==> src/rtl/sliding_scan_ctrl.sv <==
`default_nettype none
// ============================================================================
//  Module   : sliding_scan_ctrl
//  Purpose  : Scan sequencer for a multiplexed 7-segment sliding-text display.
//             Each accepted scan tick blanks the anodes, addresses the message
//             ROM for the next digit, waits one cycle for the registered ROM,
//             then lights that digit with the fetched pattern. Every SHIFT_DIV
//             complete frames the window offset advances by one character.
//  Revision : 1.0 - initial release
// ----------------------------------------------------------------------------
//  Ports
//    clk         in   1       system clock, rising edge
//    rst         in   1       synchronous reset, active-low
//    tick_scan   in   1       one-cycle scan strobe
//    pause       in   1       freezes the slide offset while high
//    char_addr   out  AW      message ROM address
//    char_data   in   7       ROM pattern (active-low), valid 1 cycle later
//    an          out  DIGITS  anode enables, active-low, one-cold or all high
//    seg         out  7       segment drive, active-low
//    offset      out  AW      window start index, 0..MSG_LEN-1
//    shift_pulse out  1       one-cycle strobe on each offset advance
// ============================================================================
module sliding_scan_ctrl #(
   parameter int DIGITS    = 4,
   parameter int MSG_LEN   = 16,
   parameter int AW        = 4,
   parameter int SHIFT_DIV = 250,
   parameter int FW        = 8
) (
   input  logic              clk,
   input  logic              rst,
   input  logic              tick_scan,
   input  logic              pause,
   output logic [AW-1:0]     char_addr,
   input  logic [6:0]        char_data,
   output logic [DIGITS-1:0] an,
   output logic [6:0]        seg,
   output logic [AW-1:0]     offset,
   output logic              shift_pulse
);

   localparam int c_DW = (DIGITS > 1) ? $clog2(DIGITS) : 1;
   localparam logic [c_DW-1:0]   c_LAST_DIGIT = c_DW'(DIGITS - 1);
   localparam logic [FW-1:0]     c_LAST_FRAME = FW'(SHIFT_DIV - 1);
   localparam logic [AW-1:0]     c_LAST_CHAR  = AW'(MSG_LEN - 1);
   localparam logic [AW:0]       c_MSG_LEN    = (AW+1)'(MSG_LEN);
   localparam logic [AW:0]       c_SPAN       = (AW+1)'(DIGITS - 1);
   localparam logic [DIGITS-1:0] c_AN_ONE     = DIGITS'(1);

   typedef enum logic [1:0] {
      S_IDLE  = 2'd0,
      S_FETCH = 2'd1,
      S_LATCH = 2'd2
   } state_t;

   state_t            r_state, w_state;
   // r_digit is the digit the next accepted tick will display;
   // r_cur is the digit currently being fetched / shown.
   logic [c_DW-1:0]   r_digit, w_digit;
   logic [c_DW-1:0]   r_cur, w_cur;
   logic [FW-1:0]     r_frame, w_frame;
   logic [AW-1:0]     r_offset, w_offset;
   logic [AW-1:0]     r_addr, w_addr;
   logic [DIGITS-1:0] r_an, w_an;
   logic [6:0]        r_seg, w_seg;
   logic              r_pulse, w_pulse;

   logic [AW:0]       w_sum;
   logic [AW:0]       w_wrapped;
   logic [AW-1:0]     w_addr_calc;
   logic              w_digit_last;

   // Digit d shows character (offset + DIGITS-1-d) mod MSG_LEN. The sum is
   // below 2*MSG_LEN, so one conditional subtract reduces it.
   assign w_sum        = {1'b0, r_offset} + c_SPAN - (AW+1)'(r_digit);
   assign w_wrapped    = (w_sum >= c_MSG_LEN) ? (w_sum - c_MSG_LEN) : w_sum;
   assign w_addr_calc  = w_wrapped[AW-1:0];
   assign w_digit_last = (r_digit == c_LAST_DIGIT);

   always_ff @(posedge clk) begin
      if (!rst) begin
         r_state  <= S_IDLE;
         r_digit  <= '0;
         r_cur    <= '0;
         r_frame  <= '0;
         r_offset <= '0;
         r_addr   <= '0;
         r_an     <= '1;
         r_seg    <= 7'h7F;
         r_pulse  <= 1'b0;
      end else begin
         r_state  <= w_state;
         r_digit  <= w_digit;
         r_cur    <= w_cur;
         r_frame  <= w_frame;
         r_offset <= w_offset;
         r_addr   <= w_addr;
         r_an     <= w_an;
         r_seg    <= w_seg;
         r_pulse  <= w_pulse;
      end
   end

   always_comb begin
      w_state  = r_state;
      w_digit  = r_digit;
      w_cur    = r_cur;
      w_frame  = r_frame;
      w_offset = r_offset;
      w_addr   = r_addr;
      w_an     = r_an;
      w_seg    = r_seg;
      w_pulse  = 1'b0;
      case (r_state)
         S_IDLE: begin
            if (tick_scan) begin
               w_state = S_FETCH;
               w_an    = '1;
               w_addr  = w_addr_calc;
               w_cur   = r_digit;
               w_digit = w_digit_last ? '0 : r_digit + 1'b1;
               // Offset changes only as the last digit of a frame is taken,
               // so the whole next frame is addressed with the new offset.
               if (w_digit_last) begin
                  if (pause) begin
                     w_frame = '0;
                  end else if (r_frame == c_LAST_FRAME) begin
                     w_frame  = '0;
                     w_offset = (r_offset == c_LAST_CHAR) ? '0 : r_offset + 1'b1;
                     w_pulse  = 1'b1;
                  end else begin
                     w_frame = r_frame + 1'b1;
                  end
               end
            end
         end
         S_FETCH: begin
            w_state = S_LATCH;
         end
         S_LATCH: begin
            w_seg   = char_data;
            w_an    = ~(c_AN_ONE << r_cur);
            w_state = S_IDLE;
         end
         default: begin
            w_state = S_IDLE;
         end
      endcase
   end

   assign char_addr   = r_addr;
   assign an          = r_an;
   assign seg         = r_seg;
   assign offset      = r_offset;
   assign shift_pulse = r_pulse;

endmodule
`default_nettype wire

==> config.mk <==
export PLATFORM = sky130hd
export DESIGN_NAME = sliding_scan_ctrl
export DESIGN_NICKNAME = d
export VERILOG_FILES = /design/src/rtl/sliding_scan_ctrl.sv
export SDC_FILE = /design/constraint.sdc
export NUM_CORES = 1
export LEC_CHECK = 0
export ABC_AREA = 1
export CELL_PAD_IN_SITES_DETAIL_PLACEMENT = 1
export CELL_PAD_IN_SITES_GLOBAL_PLACEMENT = 2
export CORE_ASPECT_RATIO = 1.2
export CORE_MARGIN = 1
export CORE_UTILIZATION = 32
export CTS_BUF_LIST = sky130_fd_sc_hd__clkbuf_8
export DETAILED_ROUTE_END_ITERATION = 7
export PLACE_DENSITY_LB_ADDON = 0.1
export SLEW_MARGIN = 20
export SYNTH_ARGS = -nofsm -noshare
export SYNTH_HDL_FRONTEND = slang
export SYNTH_SLANG_ARGS = --single-unit
==> constraint.sdc <==
create_clock -name clk -period 2.9 [get_ports clk]
set_clock_uncertainty 0.2 [all_clocks]
set_input_delay 0.58 -clock clk [delete_from_list [all_inputs] [get_ports clk]]
set_output_delay 0.58 -clock clk [all_outputs]
set_load 0.05 [all_outputs]
Word-level counts from Yosys, hierarchy flattened. Index checks and enable logic that the tools add are counted.

Multiplexer cells: 10. Order comparisons: 1. Bitwise gates (word level): 6. Equal/unequal tests: 6. Shift operators: 1. Add/subtract/negate cells: 6. Divide/modulo/power cells: 0. Reductions and logical operators: 7. Multipliers: 0.

Operator list (count): two-way mux 8 bit (2); two-way mux 4 bit (3); adder 8 x 1 -> 8 bit (second input constant) (1); == test 8 bit (second input constant) (1); one-hot mux 4 bit (2 select lines) (1); adder 4 x 2 -> 5 bit (second input constant) (1); greater-or-equal comparator 5 bit (second input constant) (1); NOT 1 bit (5); AND reduction 5 bit (1); OR reduction 5 bit (1); subtractor 5 x 2 -> 5 bit (1); adder 4 x 1 -> 4 bit (second input constant) (1); == test 2 bit (second input constant) (2); == test 4 bit (second input constant) (1); two-way mux 2 bit (2); NOT 4 bit (1); one-hot mux 2 bit (2 select lines) (1); AND reduction 2 bit (2); << shifter 1 x 2 -> 4 bit (first input constant) (1); subtractor 4 x 1 -> 4 bit (second input constant) (1); AND reduction 3 bit (1); adder 2 x 1 -> 2 bit (second input constant) (1); == test 2 x 1 -> 1 bit (second input constant) (1); zero test 2 bit (1); other kinds (3) (3).

Output and inout bits: 20. Bits in writable memories: 0. Memories: 0. Latch bits: 0. Bits in registers: 34. Word-level logic and storage cells: 46. ROM bits: 0.

Longest topological paths before layout. Gate-level depths: netlist of run 1.

Depth in word-level cells: 4. Gate-level depth with buffers: 9. Gate-level depth less buffers: 9.

Least setup slack after synthesis of run 1. OpenSTA, ideal clock, no wires.

Path kind: register to register. Start point: reg r_offset[1], in the netlist offset[1]. End point: reg r_addr[2], in the netlist char_addr[2]. Cell stages (with the launch flop): 6. Setup slack: 0.894 ns. Setup time: 0.070 ns. Data arrival time: 1.736 ns. Cell sequence: dfxtp_1 ha_1 ha_1 inv_1 fa_1 a21oi_1.

Word-level cells in the longest chain between the ends: 4. Elaborated cells between the ends (all ways): 5.

RTL lines: from (decl) (line 62) `logic [AW-1:0] r_offset, w_offset;`; from (signal assigned) (line 96) `r_offset <= w_offset;`; adder 4 x 2 -> 5 bit * (line 75) `assign w_sum = {1'b0, r_offset} + c_SPAN - (AW+1)'(r_digit);`; subtractor 5 x 2 -> 5 bit * (line 75); subtractor 4 x 1 -> 4 bit / greater-or-equal comparator 5 bit (equally long branches) (line 76) `assign w_wrapped = (w_sum >= c_MSG_LEN) ? (w_sum - c_MSG_LEN) : w_sum;`; two-way mux 4 bit * (line 76); to (signal assigned) (line 97) `r_addr <= w_addr;`; to (decl) (line 63) `logic [AW-1:0] r_addr, w_addr;`.

Every way passes the cells marked *; elsewhere a longest branch is shown, timed or not. A chain may end at the register's enable or synchronous reset.

Worst setup path after layout of run 1.
Start point: reg r_offset[3], in the netlist offset[3]. End point: out offset[3].

RTL lines: to (decl) (line 38) `output logic [AW-1:0] offset,`.

No word-level cell between the ends.

==> impl_metrics.py, run 1 <==
metrics = {
    "place": {
        "postPlaceCellArea_um2": 1950,
        "routabilityCongestion": 0.808,
        "dp_hpwl_um": 3010,
        "io_buffers": 30,
    },
    "yosys": {
        "netlist_area_um2": 1600,
        "synthFlopType": "dfxtp_1",
        "synth_cell_types": 30,
        "synth_top_family_by_area": "simple AND/OR/NAND/NOR gates",
        "seq_area_frac_synth": 0.425,
        "synth_top_area_cell": "dfxtp_1",
        "synth_most_common_cell": "nand2_1",
        "synthXorXnorAreaFrac": 0.0164,
        "synthAdderAreaFrac": 0.0672,
        "synth_mux_area_frac": 0,
        "syn_nets": 231,
        "synth-edff-count": 0,
        "yosys_warnings": 0,
        "ys_async_sr_fraction": 0,
        "synthTopCellsByCount": "43 x nand2_1, 34 x dfxtp_1, 26 x nor2_1",
        "synth_area_leaders": "dfxtp_1 43%, nand2_1 10%, nand3_1 6.9%, nor2_1 6.1%, ha_1 5.5%",
        "syn_inst": 212,
        "ys_ff_latch": 34,
        "yosys.area_share.simple": 0.319,
        "avgSynthCellArea_um2": 7.55,
        "yosys.area.top_type_share": 0.425,
        "synth-compound-area-share": 0.0985,
    },
    "cts": {
        "clk_path_buf_depth": 2,
        "cts_max_level": 2,
        "ctsResizeCount": 0,
        "cts_setup_buffers": 0,
        "clock_sink_count": 34,
        "cts_tree": "built",
        "cts_buffers": 5,
        "clock_latency_ns": 0.28,
        "path_clk_slew_ns": 0.06,
        "ctsHoldBuffers": 0,
        "cts_root_buffer": "clkbuf_8",
    },
    "critical_path": {
        "crit_buf_inv": 1,
        "critPathKind": "reg -> out",
        "r2r_slack_ns": 1.08,
        "r2r_start": "r_digit[1]$_SDFFE_PN0P_",
        "path_cells": "clkdlybuf4s50_1",
        "end_kind": "output port",
        "r2r_end": "char_addr[3]$_SDFFE_PN0P_",
        "critical_path_arrival_ns": 1.58,
        "start_kind": "flip-flop",
        "crit_required_ns": 2.12,
        "cp_top_family": "buffers and inverters",
        "reg2regPathDepth": 7,
        "cpPeakStageDelay_ns": 0.86,
        "cp_slowest_cell": "clkdlybuf4s50_1",
        "crit_fanout": 5,
    },
    "sta": {
        "final-setup-viol-count": 0,
        "setup-tns-final_ns": 0,
        "report.final.hold_viol_count": 0,
        "whs_ns": 0.239,
        "rsz0062_at_grt": "false",
        "fin_crit_sh": 0.815,
        "relSlewSlack": 0.459,
        "tightest_slew_ns": 0.809,
        "slew_viol_final": 0,
        "max_freq_ghz": 0.423,
        "period_needed_ns": 2.36,
    },
    "drt": {
        "dr.pass1.iters": 4,
        "avgViaCountPerCell": 4.91,
        "routed_wl_um": 4020,
        "vias": 1484,
        "wl_per_cell_um": 13.3,
        "ant_nets": 0,
        "drt_iter0_drc": 43,
        "remaining_drc_errors": 0,
    },
    "worst_hold_path": {
        "holdPathStages": 1,
        "hp-class": "reg -> reg",
        "hold_start": "r_state[1]$_SDFFE_PN0P_",
        "hold_end": "r_state[1]$_SDFFE_PN0P_",
    },
    "grt": {
        "grt_pass1_vias": 1464,
        "antenna_found_initial": 0,
        "grt_usage": 0.169,
        "grt_max_degree": 28,
        "grt_overflow": 0,
        "grt_pass1_wl_um": 6670,
    },
    "flow_run": {
        "maxCapViolCount": 0,
    },
    "floorplanning": {
        "dieArea_um2": 5290,
        "row_count": 27,
        "die_x_um": 66.6,
        "core_um2": 4700,
        "pin_count": 31,
        "die_height_um": 79.5,
        "initial_utilization": 0.341,
    },
    "layout": {
        "nFillCells": 593,
        "final_cell_area_um2": 2030,
        "syn_to_final_growth_pct": 26.7,
        "fin_util": 0.432,
        "layout-drive-gt1-share": 0.0861,
        "seq_area_um2": 681,
        "fin_nets": 263,
        "multi_input_area_um2": 802,
        "num_antenna_cells": 0,
    },
    "power_and_ir_drop": {
        "power.leakage_nw": 0.805,
        "max-vdd-ir-drop_mv": 0.231,
        "total_power_mw": 0.931,
        "p_per_area_nw_per_um2": 460,
    },
    "run_status": {
        "status": "completed",
    },
}
-- stage by stage --
stage / setup WS (ns) / std cells
2_1_floorplan: 0.894 / 212
3_3_place_gp: 0.594 / 295
3_5_place_dp: 0.547 / 295
4_1_cts: 0.513 / 302
5_1_grt: 0.484 / 302
6_report: 0.537 / 302
-- worst max path at each step --
stage	startpoint	endpoint	cells past startpoint
final	offset[3]$_SDFFE_PN0P_	offset[3]	1
after global routing	offset[3]$_SDFFE_PN0P_	offset[3]	1
after CTS	offset[3]$_SDFFE_PN0P_	offset[3]	1
after detailed placement	tick_scan	r_frame[3]$_SDFFE_PN0P_	7
after global placement	tick_scan	r_frame[3]$_SDFFE_PN0P_	7
after floorplan	offset[1]$_SDFFE_PN0P_	char_addr[2]$_SDFFE_PN0P_	5
-- sequential cells by signal, indices dropped and copies added, names as in the netlist --
signal / count
r_frame: 8
seg: 7
an: 4
char_addr: 4
offset: 4
r_cur: 2
r_digit: 2
r_state: 2
shift_pulse: 1
-- metal layers --
layer	vias to the layer above	share of wire	global-route usage
met2	22	0.52	0.295
met5	-	0	0
met4	0	0.012	0.0702
met3	4	0.033	0.0429
li1	751	-	-
met1	707	0.44	0.191
-- layout by cell type (no fill, tap or decap), drive strengths merged, types with 5 or more instances in the layout --
cell type      instances
nand2                 46
dfxtp                 34
clkdlybuf4s50         30
nor2                  29
nand3                 24
inv                   24
o21ai                 15
a21oi                 12
ha                     7
clkbuf                 5
-- cell type report --
class / count / area share
multi-input combinational: 149 / 0.396
sequential: 34 / 0.336
timing repair buffer: 31 / 0.152
inverter: 23 / 0.0432
tap: 58 / 0.0358
clock buffer: 5 / 0.0340
clock inverter: 2 / 0.00370
-- where the power goes --
part | leakage, nW | internal (mW) | switching [mW]
clock | 0.0466 | 0.158 | 0.159
combinational | 0.481 | 0.0433 | 0.0784
sequential | 0.277 | 0.483 | 0.00963
-- cell families after synthesis --
logic type | Yosys count
XOR/XNOR | 3
AND/OR/NAND/NOR | 108
buffers and inverters | 29
adder cells (fa/ha/maj) | 8
AO/OA/AOI/OAI | 30
flip-flops | 34
No activity file was read; power rests on OpenSTA's default activity.
==> inputs of run 2 (changes only) <==
--- a/config.mk
+++ b/config.mk
@@ -10,7 +10,7 @@
 export CELL_PAD_IN_SITES_GLOBAL_PLACEMENT = 2
 export CORE_ASPECT_RATIO = 1.2
 export CORE_MARGIN = 1
-export CORE_UTILIZATION = 32
+export CORE_UTILIZATION = 30
 export CTS_BUF_LIST = sky130_fd_sc_hd__clkbuf_8
 export DETAILED_ROUTE_END_ITERATION = 7
 export PLACE_DENSITY_LB_ADDON = 0.1
==> constraint.sdc (replaced) <==
create_clock -name clk -period 2.2 [get_ports clk]
set_clock_uncertainty 0.2 [all_clocks]
set_input_delay 0.44 -clock clk [delete_from_list [all_inputs] [get_ports clk]]
set_output_delay 0.44 -clock clk [all_outputs]
set_load 0.05 [all_outputs]
==> run 2 against run 1 <==
Compared with the run above: design area rose by 2.0%; critical path depth did not move; sequential cell count did not move; clock power rose by 50%; power rose by 39%; largest cell class unchanged; count of clock-buffer cells in the layout rose by 1; first-iteration DRC count rose by 30%; global-route usage fell by 0.33 points; routed wire length rose by 3.1%; critical path type unchanged.
==> impl_metrics.py, run 2 (same netlist as run 1, synthesis figures left out) <==
metrics = {
    "place": {
        "io_buffers": 30,
        "dp_hpwl_um": 3090,
        "routabilityCongestion": 0.756,
    },
    "sta": {
        "fin_crit_sh": 0.951,
        "relSlewSlack": 0.662,
        "period_needed_ns": 2.09,
        "tightest_slew_ns": 0.505,
        "report.final.hold_viol_count": 0,
        "setup-tns-final_ns": 0,
        "max_freq_ghz": 0.478,
        "slew_viol_final": 0,
        "rsz0062_at_grt": "false",
        "final-setup-viol-count": 0,
    },
    "cts": {
        "clock_sink_count": 34,
        "path_clk_slew_ns": 0.07,
        "cts_root_buffer": "clkbuf_8",
        "cts_tree": "built",
        "cts_setup_buffers": 0,
        "clock_latency_ns": 0.28,
        "clk_path_buf_depth": 2,
        "cts_buffers": 5,
        "ctsResizeCount": 0,
        "ctsHoldBuffers": 0,
        "cts_max_level": 2,
    },
    "drt": {
        "drt_iter0_drc": 56,
        "wl_per_cell_um": 13.4,
        "remaining_drc_errors": 0,
        "avgViaCountPerCell": 4.87,
        "routed_wl_um": 4150,
        "ant_nets": 0,
        "vias": 1506,
        "dr.pass1.iters": 4,
    },
    "floorplanning": {
        "core_um2": 5040,
        "dieArea_um2": 5630,
        "die_x_um": 68.7,
        "initial_utilization": 0.317,
        "pin_count": 31,
        "row_count": 28,
        "die_height_um": 82.0,
    },
    "critical_path": {
        "end_kind": "output port",
        "crit_buf_inv": 1,
        "crit_required_ns": 1.56,
        "critPathKind": "reg -> out",
        "crit_fanout": 3,
        "critical_path_depth": 1,
        "start_kind": "flip-flop",
        "path_cells": "clkdlybuf4s50_1",
        "cp_slowest_cell": "clkdlybuf4s50_1",
        "critical_path_arrival_ns": 1.45,
        "r2r_slack_ns": 0.37,
        "reg2regPathDepth": 7,
        "r2r_end": "char_addr[3]$_SDFFE_PN0P_",
        "cpPeakStageDelay_ns": 0.81,
        "r2r_start": "r_digit[1]$_SDFFE_PN0P_",
        "cp_top_family": "buffers and inverters",
    },
    "grt": {
        "grt_util_met3": 0.0458,
        "grt_pass1_vias": 1495,
        "grt_usage": 0.166,
        "grt_overflow": 0,
        "use_met1": 0.188,
        "antenna_found_initial": 0,
        "grt_pass1_wl_um": 6850,
        "grt_max_degree": 16,
        "gr-max-usage-layer": "met2",
        "grt_use_met2": 0.285,
    },
    "layout": {
        "syn_to_final_growth_pct": 29.2,
        "fin_util": 0.410,
        "num_antenna_cells": 0,
        "top_register": "r_frame",
        "layout-drive-gt1-share": 0.120,
        "final_common_cell": "nand2_1",
        "mostFrequentLayoutCells": "43 x nand2_1, 34 x dfxtp_1, 27 x clkdlybuf4s50_1",
        "largest_reg_flops": 8,
        "fin_nets": 267,
    },
    "power_and_ir_drop": {
        "power_switching_share": 0.268,
        "power.leakage_nw": 0.837,
        "pwr-share-clk": 0.368,
        "p_per_area_nw_per_um2": 625,
        "p_sw_mw": 0.346,
        "p_int_mw": 0.946,
        "total_power_mw": 1.29,
        "combPwrFrac": 0.129,
        "max-vdd-ir-drop_mv": 0.294,
        "seqPwrFrac": 0.503,
    },
    "worst_hold_path": {
        "hold_end": "r_state[1]$_SDFFE_PN0P_",
        "holdPathStages": 1,
        "hp-class": "reg -> reg",
        "hold_start": "r_state[1]$_SDFFE_PN0P_",
    },
    "flow_run": {
        "maxCapViolCount": 0,
    },
    "run_status": {
        "status": "completed",
    },
}
[run 2: changes by cell type in the layout (fill, tap and decap cells not counted), sizes merged]
cell	before	now
clkbuf	5	6
buf	1	8
inv	24	23
clkinv	1	2
clkdlybuf4s50	30	27
[run 2: area by class of cell]
class / count / area [um2]
fillers: 650 / 2980
multi-input cells: 149 / 802
flip-flops and latches: 34 / 681
repair buffers: 35 / 330
inverters: 23 / 87.6
clock buffers: 6 / 82.6
well taps: 60 / 75.1
clock inverters: 2 / 8.76
[run 2: power groups by stage]
stage                     combinational, mW  sequential (mW)  clock (mW)
after floorplan                      0.0575            0.707           0
after global placement                0.164            0.662           0
after detailed placement              0.167            0.664           0
after CTS                             0.169            0.650       0.493
after global routing                  0.181            0.653       0.516
final                                 0.166            0.650       0.475
[run 2: how the worst max path moves through the flow]
stage / from / end / slack [ns]
after floorplan: offset[1]$_SDFFE_PN0P_ / char_addr[2]$_SDFFE_PN0P_ / 0.19
after global placement: tick_scan / r_frame[3]$_SDFFE_PN0P_ / 0.21
after detailed placement: tick_scan / r_frame[3]$_SDFFE_PN0P_ / 0.19
after CTS: offset[2]$_SDFFE_PN0P_ / offset[2] / 0.09
after global routing: offset[2]$_SDFFE_PN0P_ / offset[2] / 0.05
final: offset[2]$_SDFFE_PN0P_ / offset[2] / 0.11
[run 2: worst register-to-register path, stage by stage, from the launching register on]
cell     delay [ns]
dfxtp_1        0.37
inv_1          0.08
ha_1           0.27
ha_1           0.14
inv_1          0.05
fa_1           0.37
xor2_1         0.15
a21oi_1        0.13
[run 2: through the flow]
step / cells / instance area (um2) / hold slack (ns) / setup WS, ns
finish: 309 / 2070 / 0.254 / 0.107
global route: 309 / 2070 / 0.271 / 0.0459
floorplan: 212 / 1600 / 0.219 / 0.194
detailed placement: 301 / 1980 / 0.238 / 0.190
CTS: 309 / 2070 / 0.251 / 0.0919
global placement: 301 / 1980 / 0.231 / 0.207
[run 2: routing by layer]
metal	vias to the layer above	routed length (um)
met5	-	0
li1	756	-
met1	718	1810
met2	24	2120
met3	8	125
met4	0	85
